`src/rtl/vram_arbiter.sv`:
```
// vram_arbiter: shares one single-port frame-buffer RAM between VGA scan-out,
// a valid/ready pixel writer and a built-in clear engine. Display reads win.
//
// Ports:
//   clk, reset               pixel clock, synchronous active-high reset
//   x, y, video_on           scan position / display-active from vga_sync
//   hsync_in, vsync_in       syncs from vga_sync
//   wr_valid/wr_ready        writer handshake; wr_addr linear, wr_data pixel
//   clear_start/clear_color  one-cycle pulse to fill the fb with a color
//   clear_busy               clear in progress
//   wr_err                   sticky: out-of-range write accepted and dropped
//   mem_en/we/addr/wdata     RAM command, mem_rdata 1 cycle read latency
//   pix_data                 pixel to DAC, 0 outside display
//   hsync_out, vsync_out     syncs delayed 2 cycles to match pix_data
module vram_arbiter #(
    parameter int DATA_W         = 12,
    parameter int ADDR_W         = 15,
    parameter int FB_WIDTH       = 160,
    parameter int FB_HEIGHT      = 120,
    parameter int SCALE_SHIFT    = 2,
    parameter int V_DISPLAY      = 480,
    parameter int WR_VBLANK_ONLY = 0
) (
    input  logic              clk,
    input  logic              reset,
    input  logic [9:0]        x,
    input  logic [9:0]        y,
    input  logic              video_on,
    input  logic              hsync_in,
    input  logic              vsync_in,
    input  logic              wr_valid,
    output logic              wr_ready,
    input  logic [ADDR_W-1:0] wr_addr,
    input  logic [DATA_W-1:0] wr_data,
    input  logic              clear_start,
    input  logic [DATA_W-1:0] clear_color,
    output logic              clear_busy,
    output logic              wr_err,
    output logic              mem_en,
    output logic              mem_we,
    output logic [ADDR_W-1:0] mem_addr,
    output logic [DATA_W-1:0] mem_wdata,
    input  logic [DATA_W-1:0] mem_rdata,
    output logic [DATA_W-1:0] pix_data,
    output logic              hsync_out,
    output logic              vsync_out
);

    localparam int FB_SIZE = FB_WIDTH * FB_HEIGHT;
    localparam logic [ADDR_W-1:0] LAST = ADDR_W'(FB_SIZE - 1);

    typedef enum logic [1:0] {IDLE, DRAIN, CLEAR} state_t;

    state_t            state, state_nx;
    logic              pend_v, pend_v_nx;
    logic [ADDR_W-1:0] pend_addr;
    logic [DATA_W-1:0] pend_data;
    logic              clear_req, clear_req_nx;
    logic [DATA_W-1:0] clr_color;
    logic [ADDR_W-1:0] clr_cnt, clr_cnt_nx;
    logic              disp_rd, vblank_ok, free;
    logic              in_range, accept, wr_fire;
    logic              pend_issue, clr_issue;
    logic [ADDR_W-1:0] rd_addr;
    logic              rd_d1, von_d1, von_d2;
    logic [DATA_W-1:0] pix_q;
    logic [1:0]        hs_d, vs_d;

    assign disp_rd = video_on && (x[SCALE_SHIFT-1:0] == '0);
    assign rd_addr = ADDR_W'(y >> SCALE_SHIFT) * ADDR_W'(FB_WIDTH)
                   + ADDR_W'(x >> SCALE_SHIFT);

    assign vblank_ok = (WR_VBLANK_ONLY == 0) || (y >= 10'(V_DISPLAY));
    assign free      = !disp_rd && vblank_ok;

    // Accept when empty, or when the held write drains this very cycle.
    assign wr_ready = (state == IDLE) && !clear_req && (!pend_v || free);
    assign in_range = (wr_addr <= LAST);
    assign accept   = wr_valid && wr_ready;
    assign wr_fire  = accept && in_range;

    always_comb begin
        state_nx     = state;
        clear_req_nx = clear_req;
        clr_cnt_nx   = clr_cnt;
        pend_issue   = 1'b0;
        clr_issue    = 1'b0;
        mem_en       = 1'b0;
        mem_we       = 1'b0;
        mem_addr     = '0;
        mem_wdata    = '0;

        if (disp_rd) begin
            mem_en   = 1'b1;
            mem_addr = rd_addr;
        end else if (free) begin
            if (state == CLEAR) begin
                clr_issue = 1'b1;
                mem_en    = 1'b1;
                mem_we    = 1'b1;
                mem_addr  = clr_cnt;
                mem_wdata = clr_color;
            end else if (pend_v) begin
                pend_issue = 1'b1;
                mem_en     = 1'b1;
                mem_we     = 1'b1;
                mem_addr   = pend_addr;
                mem_wdata  = pend_data;
            end
        end

        pend_v_nx = wr_fire || (pend_v && !pend_issue);

        unique case (state)
            IDLE: begin
                if (clear_start) begin
                    clear_req_nx = 1'b1;
                    clr_cnt_nx   = '0;
                    // A write accepted alongside the pulse is flushed first.
                    state_nx = pend_v_nx ? DRAIN : CLEAR;
                end
            end
            DRAIN: begin
                if (pend_issue) state_nx = CLEAR;
            end
            CLEAR: begin
                if (clr_issue) begin
                    if (clr_cnt == LAST) begin
                        state_nx     = IDLE;
                        clear_req_nx = 1'b0;
                    end else begin
                        clr_cnt_nx = clr_cnt + 1'b1;
                    end
                end
            end
            default: state_nx = IDLE;
        endcase
    end

    always_ff @(posedge clk) begin
        if (reset) begin
            state     <= IDLE;
            pend_v    <= 1'b0;
            pend_addr <= '0;
            pend_data <= '0;
            clear_req <= 1'b0;
            clr_color <= '0;
            clr_cnt   <= '0;
            wr_err    <= 1'b0;
            rd_d1     <= 1'b0;
            von_d1    <= 1'b0;
            von_d2    <= 1'b0;
            pix_q     <= '0;
            hs_d      <= '0;
            vs_d      <= '0;
        end else begin
            state     <= state_nx;
            pend_v    <= pend_v_nx;
            clear_req <= clear_req_nx;
            clr_cnt   <= clr_cnt_nx;
            if (wr_fire) begin
                pend_addr <= wr_addr;
                pend_data <= wr_data;
            end
            if (state == IDLE && clear_start) clr_color <= clear_color;
            if (accept && !in_range) wr_err <= 1'b1;
            rd_d1  <= disp_rd;
            if (rd_d1) pix_q <= mem_rdata;
            von_d1 <= video_on;
            von_d2 <= von_d1;
            hs_d   <= {hs_d[0], hsync_in};
            vs_d   <= {vs_d[0], vsync_in};
        end
    end

    assign clear_busy = (state != IDLE);
    assign pix_data   = von_d2 ? pix_q : '0;
    assign hsync_out  = hs_d[1];
    assign vsync_out  = vs_d[1];

endmodule
```
`config.mk`:
```
export PLATFORM = sky130hd
export DESIGN_NAME = vram_arbiter
export DESIGN_NICKNAME = d
export VERILOG_FILES = /design/src/rtl/vram_arbiter.sv
export SDC_FILE = /design/constraint.sdc
export NUM_CORES = 1
export LEC_CHECK = 0
export BUFFER_PORTS_ARGS = -buffer_cell sky130_fd_sc_hd__clkbuf_2
export CORE_MARGIN = 2
export CORE_UTILIZATION = 30
export CTS_CLUSTER_DIAMETER = 50
export CTS_CLUSTER_SIZE = 40
export DETAILED_ROUTE_END_ITERATION = 10
export PLACE_DENSITY = 0.5
export SLEW_MARGIN = 15
export SYNTH_ARGS = -nofsm -noshare
export SYNTH_HDL_FRONTEND = slang
export SYNTH_SLANG_ARGS = --single-unit
export TNS_END_PERCENT = 20
```
`constraint.sdc`:
```
create_clock -name clk -period 5.2 [get_ports clk]
set_input_delay 1.04 -clock clk [delete_from_list [all_inputs] [get_ports clk]]
set_output_delay 1.04 -clock clk [all_outputs]
set_load 0.01 [all_outputs]
```
# ---- Word level (Yosys, flattened, before mapping)
# Cells that the tools add are included.
dict set report op_classes {
  n_lt_le_gt_ge 1
  mux 29
  n_eq_ne 8
  n_shift 0
  multipliers 1
  n_addsub 2
  reduce_logical 22
  n_div 0
  bitwise 0
}
# op count
set ops {}
lappend ops {{$mux 15} 6}
lappend ops {{$mux 12} 4}
lappend ops {{$pmux 15 s2} 1}
lappend ops {{$add 15x1->15 const B} 1}
lappend ops {{$add 15x8->15} 1}
lappend ops {{$eq 15x15->1 const B} 1}
lappend ops {{$le 15x15->1 const B} 1}
lappend ops {{$reduce_and 4->1} 3}
lappend ops {{$mux 1} 11}
lappend ops {{$mul 8x3->10 const B} 1}
lappend ops {{$mux 2} 5}
lappend ops {{$logic_and 1x1->1} 8}
lappend ops {{$ne 2x2->1 const B} 4}
lappend ops {{$pmux 2 s3} 1}
lappend ops {{$logic_not 1->1} 5}
lappend ops {{$logic_not 2->1} 2}
lappend ops {{$reduce_bool 2->1} 2}
lappend ops {{$eq 2x1->1 const B} 1}
lappend ops {{$eq 2x2->1 const B} 1}
lappend ops {{$logic_or 1x1->1} 2}
lappend ops {{$ne 2x1->1 const B} 1}
lappend ops {{$pmux 1 s2} 1}
dict set report totals {
  inputBits 78
  word_cells 77
  out_inout_bits 46
  ramBits 0
  romBits 0
  latch_bits 0
  n_memories 0
  regBits 78
}

# ---- Depth between registers and ports, before layout
dict set report logic_depth {
  ltp_word 11
  depth_mapped 10
  ltp_nobuf 10
}

# ---- Worst setup path after synthesis
# OpenSTA, ideal clock, no wires.
dict set report synth_path {
  kind {input port to output port}
  startpoint {input port y[3]}
  endpoint {output port mem_addr[14]}
  required_time_ps 4160
  n_path_buf 0
  cell_stages 8
  setup_slack_ps 1193
  t_arrival_ps 2967
  path_cell_list {ha_1 > ha_1 > inv_1 > fa_1 > nor4_1 > nand4_1 > xnor2_1 > o21ai_1}
}
dict set report synth_via {
  elab_chain_len 3
}
# element line
set synth_rtl {}
lappend synth_rtl {{start, declared} 27} ;# input logic [9:0] y,
lappend synth_rtl {{$mul 8x3->10} 70} ;# assign rd_addr = ADDR_W'(y >> SCALE_SHIFT) * ADDR_W'(FB_WIDTH)
lappend synth_rtl {{$add 15x8->15} 71} ;# + ADDR_W'(x >> SCALE_SHIFT);
lappend synth_rtl {{$mux 15} 93} ;# if (disp_rd) begin
lappend synth_rtl {{end, declared} 41} ;# output logic [ADDR_W-1:0] mem_addr,
# Every way passes these cells.

# ---- Worst setup path in the final report
dict set report layout_path {
  startpoint {input port y[3]}
  endpoint {output port mem_addr[13]}
}
# Same word-level chain as after synthesis.

==> summary.md <==
| Metric | Value |
|---|---|
| Total leakage power | `2.14 nW` |
| Post-Syn Nets | `between 600 and 700` |
| CP startpoint | `y[3]` |
| Post-DP HPWL | `8520 um` |
| Die ar. | `approximately 14000 um2` |
| PwrDens | `approximately 310 nW/um2` |
| Synthesis-to-finish area growth | `26.0%` |
| Final instance area | `5060 um2` |
| RR Endpoint | `pend_addr[1]$_SDFFE_PP0P_` |
| Startpoint types | `input port` |
| Final Hold Viols | `0` |
| Final slew viol count | `0` |
| Core area | `13100 um2` |
| Layout cell share with drive strength beyond 1 | `23.7%` |
| Dominant cell type by area after synthesis | `dfxtp_1` |
| Post-synth top flop | `dfxtp_1` |
| Worst-margin pin slew | `1.09 ns` |
| Cts repair resizes | `0` |
| Worst Path Max Fanout | `4` |
| CTS root buf | `clkbuf_16` |
| Number of routed nets with antenna violations | `0` |
| Clock Sinks | `78` |
| Drt pass-1 iters | `4` |
| Detailed-route wire length | `between 10000 and 15000 um` |
| Initial Util | `30.6%` |
| Drt initial violations | `132` |
| Io pins | `between 100 and 150` |
| Syn Std Cell Area | `4020 um2` |
| Leading post-synthesis cells by cell area | `dfxtp_1 39%, nand2_1 9.7%, a21oi_1 5.9%` |
| RSZ-0062 raised after global routing | `no` |
| Vias per inst | `4.73` |
| Synth top area share | `approximately two fifths` |
| Worst VDD drop | `about 0.13 mV` |
| Vias in the first global route | `3743` |
| Maximum number of pins on one net before global-route repair | `38` |
| # port buffers | `121` |
| Row cnt | `42` |
| EDFF count, synth | `0` |
| Post-synth cell types | `52` |
| Crit path capture | `mem_addr[13]` |
| Min-delay worst type | `reg -> reg` |
| Final worst path period need | `4.49 ns` |
| Worst skew pair latency | `0.33 ns` |
| Max Clk Rate | `223 MHz` |
| Die H | `120 um` |
| Antenna diodes | `0` |
| Vias | `3764` |
| Crit. End Element | `output pin` |
| Global Route Usage Sum | `16.1%` |
| Endpoints failing setup | `0` |
| Critical path type | `in -> out` |
| Synth Register Bits | `78` |
| Syn Area/Cell | `7.96 um2` |
| Final Cycle Share | `86.4%` |
| Initial antenna violation count | `0` |
| Nets | `711` |
| Grt ovf | `0` |
| # hold bufs at CTS | `0` |
| Max clock buf depth | `2` |
| Post-Route Skew | `roughly 0.0095 ns` |
| Post-synth ARST share | `0%` |
| R2R Path Start | `state[0]$_SDFFE_PP0P_` |
| Clock slew at reported path FFs | `around 0.050 ns` |
| Post CTS Setup Buffer Count | `0` |
| First-pass GRT wire length | `18300 um` |
| Worst R2R Path Depth | `7` |
| DR WL/cell | `roughly 14 um` |
| Post-synthesis sequential area ratio | `38.9%` |
| Placed standard-cell area | `4760 um2` |
| # H-tree levels | `3` |
| Remaining DRCs | `0` |
| Total CTS buffers | `9` |
| TNS Setup | `0 ns` |
| Status | `complete, no violations` |
| Die W | `120 um` |
| GPL Wtd Cong | `0.803` |
| CTS tree | `yes` |
| Synth Warn # | `0` |
| Max-cap violations | `0` |
| Mapped Cells | `between 500 and 600` |
| Reg2Reg Setup Slack | `2.80 ns` |
| Slew Limit Headroom | `27.5%` |
| Worst EP required | `around 4.2 ns` |
| Arr. time, crit path | `around 3.5 ns` |
[final cells by class]
class | count | area, um2
sequential | 78 | 1560
tap | 176 | 220
multi-input combinational | 393 | 2320
clock buffer | 14 | 264
inverter | 9 | 33.8
timing repair buffer | 124 | 628
fill | 1426 | 8070
clock inverter | 2 | 38.8
[critical path, cell delays in order]
cell      delay, ns
clkbuf_2       0.11
ha_1           0.29
ha_1           0.22
inv_1          0.07
fa_1           0.48
nor4_1         0.53
nand3b_1       0.16
xor2_1         0.17
o21ai_1        0.20
clkbuf_2       0.17
[synthesized netlist by cell type (2+ instances only)]
master and number:
a211o_1 2, a211oi_1 4, a211oi_2 2, a21o_1 2, a21oi_1 47, a22o_1 11
a22oi_1 5, a31oi_1 10, and2_1 15, and3_1 5, buf_2 3, clkbuf_1 20
dfxtp_1 78, fa_1 2, ha_1 16, inv_1 8, mux2i_1 13, nand2_1 104
nand2b_1 6, nand3_1 19, nand4_1 5, nor2_1 53, nor2b_1 9, nor3_1 6
o21ai_0 8, o21ai_1 6, or2_1 2, or3_1 2, xnor2_1 6, xor2_1 14
[sequential cells by signal, summed over array words and instances (netlist names)]
register / count
clear_req: 1
clr_cnt: 15
clr_color: 12
hs_d: 2
pend_addr: 15
pend_data: 12
pend_v: 1
pix_q: 12
rd_d1: 1
state: 2
von_d1: 1
von_d2: 1
vs_d: 2
wr_err: 1
[power by group]
group          total, mW  switching [mW]  leakage [nW]  internal (mW)
Sequential         0.654          0.0237         0.635          0.630
Clock              0.635           0.235         0.147          0.400
Combinational      0.297           0.184          1.36          0.113
Total               1.59           0.443          2.14           1.14
[placed cells by master, fill, tap and decap left out, drive strengths merged, types with 3 or more instances in the layout]
cell type  instances
inv               10
and3               5
and2              15
a22o              11
nor3               6
dfxtp             78
buf                3
xnor2              6
nand2b             6
ha                16
nand2            104
nand3             19
xor2              14
mux2i             13
nor2b              9
a22oi              5
a211oi             6
clkbuf           135
o21ai             14
nand4              5
nor2              54
a21oi             48
a31oi             10
[per-stage QoR]
stage	util (%)	cells	hold slack, ns	setup slack, ns	power (mW)
after global placement	36.2	780	0.417	0.841	0.961
final	38.5	796	0.438	0.706	1.59
after floorplan	-	505	0.414	1.19	0.859
after detailed placement	36.2	780	0.421	0.739	0.965
after CTS	38.5	796	0.438	0.724	1.61
after global routing	38.5	796	0.454	0.516	1.67
[how the worst min path moves through the flow]
stage	from	endpoint	slack, ns	depth (start not counted)
4_1_cts	von_d1$_SDFF_PP0_	von_d2$_SDFF_PP0_	0.44	1
5_1_grt	hs_d[0]$_SDFF_PP0_	hs_d[1]$_SDFF_PP0_	0.45	1
6_report	hs_d[0]$_SDFF_PP0_	hs_d[1]$_SDFF_PP0_	0.44	1
2_1_floorplan	hs_d[0]$_SDFF_PP0_	hs_d[1]$_SDFF_PP0_	0.41	1
3_3_place_gp	vs_d[0]$_SDFF_PP0_	vs_d[1]$_SDFF_PP0_	0.42	1
3_5_place_dp	von_d1$_SDFF_PP0_	von_d2$_SDFF_PP0_	0.42	1
[cell families (layout without fill, tap and decap cells)]
kind of cell / after synthesis / in the layout / synth area share (%)
AND/OR/NAND/NOR: 237 / 237 / 27.5
AO/OA/AOI/OAI: 105 / 105 / 16.6
flip-flops: 78 / 78 / 38.9
buffers and inverters: 34 / 149 / 3.46
XOR/XNOR: 20 / 20 / 4.36
adder cells (fa/ha/maj): 18 / 18 / 5.98
multiplexers: 13 / 13 / 3.24
[metal layers]
| layer | global-route usage [%] | up-vias | wire length [um] | share of wire, % |
|---|---|---|---|---|
| met4 | 5.74 | 0 | 185 | 1.6 |
| met3 | 4.09 | 15 | 548 | 4.8 |
| met5 | 0 | - | 0 | 0 |
| met1 | 20.4 | 1735 | 5260 | 46 |
| li1 | - | 1945 | - | - |
| met2 | 26.5 | 69 | 5330 | 47 |
(Power assumes the default switching activity.)
